[config.mk]
export PLATFORM = sky130hd
export DESIGN_NAME = arm_data_mem_responder
export DESIGN_NICKNAME = d
export VERILOG_FILES = /design/src/rtl/arm_data_mem_responder.sv
export SDC_FILE = /design/constraint.sdc
export NUM_CORES = 2
export LEC_CHECK = 0
export ABC_AREA = 1
export CORE_AREA = 5 5 531 533
export DETAILED_ROUTE_END_ITERATION = 12
export DIE_AREA = 0 0 536 538
export PLACE_DENSITY = 0.5
export SLEW_MARGIN = 30
export SYNTH_ARGS = -nofsm -noshare
export SYNTH_HDL_FRONTEND = slang
export SYNTH_SLANG_ARGS = --single-unit
[constraint.sdc]
create_clock -name clk -period 5.71 [get_ports clk]
set_clock_uncertainty 0.2 [all_clocks]
set_input_delay 1.142 -clock clk [delete_from_list [all_inputs] [get_ports clk]]
set_output_delay 1.142 -clock clk [all_outputs]
set_load 0.05 [all_outputs]
[src/rtl/arm_data_mem_responder.sv]
// ---------------------------------------------------------------------------
// arm_data_mem_responder
//
// Memory-side responder for the pipelined ARM core's data port. CPU loads and
// stores are served from a small word RAM. A memory-mapped camera block sits
// at CAM_BASE and holds three registers:
//   +0  CAM_DATA   load pops the oldest pixel (zero-extended), 0 when empty
//   +4  CAM_STATUS {overflow, full, empty, 0..., count}; a store with
//                  wdata[31]=1 clears the sticky overflow flag
//   +8  FRAME_CNT  16-bit start-of-frame counter, writable by the CPU
// The camera side pushes pixels into the FIFO whenever it has room.
//
// Ports
//   clk        single clock, all state changes on the rising edge
//   reset      asynchronous, active-low
//   addr       CPU byte address (ALUResult); addr[1:0] ignored
//   wdata      CPU store data (WriteData)
//   we         CPU store strobe
//   re         CPU load strobe; only a load from CAM_DATA pops the FIFO
//   rdata      CPU load data, combinational from addr
//   cam_valid  pixel present this cycle
//   cam_pixel  pixel value
//   cam_sof    start-of-frame pulse
//   cam_ready  FIFO not full
// ---------------------------------------------------------------------------
module arm_data_mem_responder #(
    parameter int          RAM_WORDS  = 64,
    parameter int          FIFO_DEPTH = 16,
    parameter int          PIX_W      = 16,
    parameter logic [31:0] CAM_BASE   = 32'h1000
) (
    input  logic             clk,
    input  logic             reset,
    input  logic [31:0]      addr,
    input  logic [31:0]      wdata,
    input  logic             we,
    input  logic             re,
    output logic [31:0]      rdata,
    input  logic             cam_valid,
    input  logic [PIX_W-1:0] cam_pixel,
    input  logic             cam_sof,
    output logic             cam_ready
);

    localparam int          RAM_AW    = $clog2(RAM_WORDS);
    localparam int          PTR_W     = $clog2(FIFO_DEPTH);
    localparam int          CNT_W     = PTR_W + 1;
    localparam logic [31:0] RAM_BYTES = 32'(RAM_WORDS * 4);

    logic [31:0]      ram_mem  [RAM_WORDS];
    logic [PIX_W-1:0] fifo_mem [FIFO_DEPTH];

    logic [PTR_W-1:0] rd_ptr;
    logic [PTR_W-1:0] wr_ptr;
    logic [CNT_W-1:0] count;
    logic             overflow;
    logic [15:0]      frame_cnt;

    logic [31:0]       word_addr;
    logic              sel_ram;
    logic              sel_cam_data;
    logic              sel_status;
    logic              sel_frame;
    logic [RAM_AW-1:0] ram_idx;
    logic              full;
    logic              empty;
    logic              push;
    logic              pop;
    logic              ovf_set;
    logic              ovf_clr;
    logic              frame_wr;
    logic [31:0]       status_word;

    // Address decode. The camera registers are word aligned, so the two low
    // address bits are masked before comparing against the register offsets.
    assign word_addr    = {addr[31:2], 2'b00};
    assign sel_ram      = (addr < RAM_BYTES);
    assign sel_cam_data = (word_addr == CAM_BASE);
    assign sel_status   = (word_addr == CAM_BASE + 32'd4);
    assign sel_frame    = (word_addr == CAM_BASE + 32'd8);
    assign ram_idx      = addr[RAM_AW+1:2];

    // FIFO control. Push looks only at the registered full flag, so a pop on
    // the same edge never makes room for a pixel that arrives while full.
    // A store to CAM_DATA is neither a push nor a pop.
    assign full     = (count == CNT_W'(FIFO_DEPTH));
    assign empty    = (count == '0);
    assign push     = cam_valid & ~full;
    assign pop      = re & ~we & sel_cam_data & ~empty;
    assign ovf_set  = cam_valid & full;
    assign ovf_clr  = we & sel_status & wdata[31];
    assign frame_wr = we & sel_frame;

    assign cam_ready = ~full;

    // Data RAM: not reset, written only while the block is out of reset.
    always_ff @(posedge clk) begin
        if (reset && we && sel_ram) begin
            ram_mem[ram_idx] <= wdata;
        end
    end

    // Pixel storage: the pointers carry the real state, so the array itself
    // needs no reset and stale entries behind rd_ptr are simply never read.
    always_ff @(posedge clk) begin
        if (reset && push) begin
            fifo_mem[wr_ptr] <= cam_pixel;
        end
    end

    // FIFO pointers, occupancy, sticky overflow and frame counter. A new
    // overflow on the same edge as a CPU clear wins, and a CPU store to
    // FRAME_CNT wins over a start-of-frame increment.
    always_ff @(posedge clk or negedge reset) begin
        if (!reset) begin
            rd_ptr    <= '0;
            wr_ptr    <= '0;
            count     <= '0;
            overflow  <= 1'b0;
            frame_cnt <= '0;
        end else begin
            if (push) begin
                wr_ptr <= wr_ptr + PTR_W'(1);
            end
            if (pop) begin
                rd_ptr <= rd_ptr + PTR_W'(1);
            end
            if (push && !pop) begin
                count <= count + CNT_W'(1);
            end else if (pop && !push) begin
                count <= count - CNT_W'(1);
            end
            if (ovf_set) begin
                overflow <= 1'b1;
            end else if (ovf_clr) begin
                overflow <= 1'b0;
            end
            if (frame_wr) begin
                frame_cnt <= wdata[15:0];
            end else if (cam_sof) begin
                frame_cnt <= frame_cnt + 16'd1;
            end
        end
    end

    // Status word assembled from registered state only.
    always_comb begin
        status_word              = '0;
        status_word[31]          = overflow;
        status_word[30]          = full;
        status_word[29]          = empty;
        status_word[PTR_W:0]     = count;
    end

    // Zero-latency read mux; unmapped addresses read as zero.
    always_comb begin
        rdata = '0;
        if (sel_ram) begin
            rdata = ram_mem[ram_idx];
        end else if (sel_cam_data) begin
            if (!empty) begin
                rdata = {{(32-PIX_W){1'b0}}, fifo_mem[rd_ptr]};
            end
        end else if (sel_status) begin
            rdata = status_word;
        end else if (sel_frame) begin
            rdata = {16'h0000, frame_cnt};
        end
    end

endmodule

==> results.toml <==
[clock_tree]
clock_latency_ps = 930
htreeDepth = 5
cts_tree = "yes"
path_clk_slew_ps = 60
postCtsHoldBufs = 0
postCtsSetupRepairBufs = 0
numClockSinks = 2334
cts-resized-gates = 0
cts_made_buffers = 275
root_buffer = "clkbuf_16"
ctsLongestPathBuffers = 4

[sta]
max_freq_mhz = 189
fin_crit_sh_pct = 92.7
slew_headroom_pct = 32.6
final_hold_viol_count = 0
slew_viol_final = 0
finalSetupViolations = 0
fin_tns_setup_ps = 0
rsz0062_at_grt = "no"
finalCriticalPeriod_ps = 5300
worst_pin_slew_ps = 1010

[worst_setup_path]
critPathLaunch = "addr[2]"
crit_fanout = 49
regToRegSetupSlack_ps = 2470
required_ps = 4370
r2r_end = "count[4]"
timing.rr.start = "count[0]"
worstPathArrival_ps = 3950
endpoint = "rdata[26]"
crit_type = "input pin to primary output"
cp-start-kind = "input pin"
end_kind = "primary output"
worstRegToRegCells = 14

[grt]
grt_use_met2_pct = 32.9
grt_first_pass_wirelength_um = 432000
grt_max_degree = 149
grt_pass1_vias = 61200
gr-usage-met1_pct = 28.4
grt_busiest_layer = "met2"
gr-usage-all-layers_pct = 20.4
overflow = 0
met3_usage_pct = 2.34
antenna_found_initial = 16

[final_layout]
multi_input_area_um2 = 24200
syn_to_final_growth_pct = 16.3
nets = 9080
register_area_um2 = 69900
instances_no_fill = 12900
drive_gt1_share_pct = 9.24
fillCellCount = 26000

[floorplan]
start_util_pct = 34.8
die_w_um = 536
dieArea_um2 = 288000
die_h_um = 538
std_cell_rows = 193
core-area_um2 = 276000
ioPinCount = 119

[detailed_routing]
wirelength_um = 301000
final_antenna_net_count = 0
first_iter_violations = 6299
drt-pass1-iter-count = 6
drc = 0
viasPerCell = 4.98
routedWlPerCell_um = 23.4
num_vias = 64100

[synthesis]
synth.avg_cell_area_um2 = 11.0
synth_warnings = 0
ys_top_cells_by_area = "edfxtp_1, nand2_1, nor2_1"
yosysMostFrequentCell = "nand2_1"
ys_seq_area_share_pct = 72.7
netlist_instances = 8745
ys_ff_latch = 2334
synth-main-ff-cell = "edfxtp_1"
yosysTopAreaCell = "edfxtp_1"
syn_nets = 8842
synth_cell_types = 39
syn_area_um2 = 96200
netlist.area_leader.share_pct = 71.9
synth-async-reset-ratio_pct = 1.29
synth_edf_count = 2304
synthTopCellsByCount = "nand2_1, edfxtp_1, nor2_1, o21ai_0, buf_2"

[power]
cellPowerDensity_nw_per_um2 = 335
power.leakage_nw = 42.7
peakVddDrop_mv = 0.323
power_w = 0.0375

[run_status]
status = "finished clean"

[place]
dpl.cell_count = 12400
gp_congestion = 0.818
io_buffers = 116
dpl.hpwl_um = 171000

[job]
drv_cap = 0

[worst_hold_path]
hold_path.class = "input pin to asynchronous set/reset pin"
[worst max-delay path, cell delays in order]
cell and delay (ps):
buf_8 320, inv_16 170, nand3_2 380, buf_4 310, nor2_1 60, nor3_1 150
nand2_1 80, o21ai_0 370, nand3_1 360, nor2_1 340, buf_12 180
[sequential cells by signal, indices dropped and copies added, names as in the netlist]
signal and count:
overflow 1, wr_ptr 4, frame_cnt 16, count 5, fifo_mem 256, rd_ptr 4, ram_mem 2048
[layer usage]
| metal | routed length (um) | share of wire, % |
|---|---|---|
| met1 | 133000 | 44 |
| met2 | 140000 | 47 |
| met3 | 15900 | 5.3 |
| met4 | 11600 | 3.9 |
| met5 | 13 | 0.0043 |
[power breakdown]
group | leakage (nW) | internal (W) | switching [W]
combinational | 17.6 | 0.000599 | 0.00168
sequential | 21.1 | 0.0190 | 0.0000963
clock | 3.98 | 0.00935 | 0.00678
total | 42.7 | 0.0289 | 0.00855
[kinds of logic after synthesis]
logic type               count (synthesis)  synth area share, %
adder cells (fa/ha/maj)                 11                0.151
XOR/XNOR                                18                0.164
buffers and inverters                  585                 2.70
flip-flops                            2334                 72.7
AO/OA/AOI/OAI                          592                 3.42
AND/OR/NAND/NOR                       5205                 20.9
[area by class of cell]
| type | instances | share of cell area [%] |
|---|---|---|
| flip-flops and latches | 2334 | 62.5 |
| clock inverters | 132 | 0.786 |
| well taps | 3705 | 4.14 |
| clock buffers | 329 | 6.45 |
| multi-input cells | 5826 | 21.6 |
| diodes | 4 | 0.00895 |
| repair buffers | 415 | 3.98 |
| inverters | 131 | 0.475 |
[cell usage in the layout (no fill, tap or decap), drive strengths merged, types with 3 or more instances in the layout]
master	Yosys	routed
a21oi	39	39
nor3	29	29
or2	4	4
nand4	36	36
o22a	18	18
o31ai	5	5
clkinv	4	119
xor2	15	15
nand2	3936	3936
nor2	1016	1016
bufinv	0	9
o211ai	25	25
dfrtp	30	30
edfxtp	2304	2304
ha	10	10
clkinvlp	0	3
xnor2	3	3
o21ai	362	362
nand3	182	182
buf	303	367
o22ai	139	139
diode	0	4
clkdlybuf4s50	0	48
inv	127	132
clkbuf	151	329
[worst min path at each step]
| stage | to |
|---|---|
| after floorplan | overflow |
| after global placement | overflow |
| after detailed placement | frame_cnt[15] |
| after CTS | rd_ptr[3] |
| after global routing | rd_ptr[3] |
| final | rd_ptr[3] |
[per-stage QoR]
step                hold slack, ps  setup slack, ps  utilization [%]  instance area, um2
floorplan                      263              820                -               96200
global placement               293              364             37.6              104000
detailed placement             325              410             37.6              104000
CTS                           25.1              390             40.5              112000
global route                  75.3              314             40.5              112000
finish                        79.8              414             40.5              112000
Note: power is estimated with default switching activity, not from simulation.
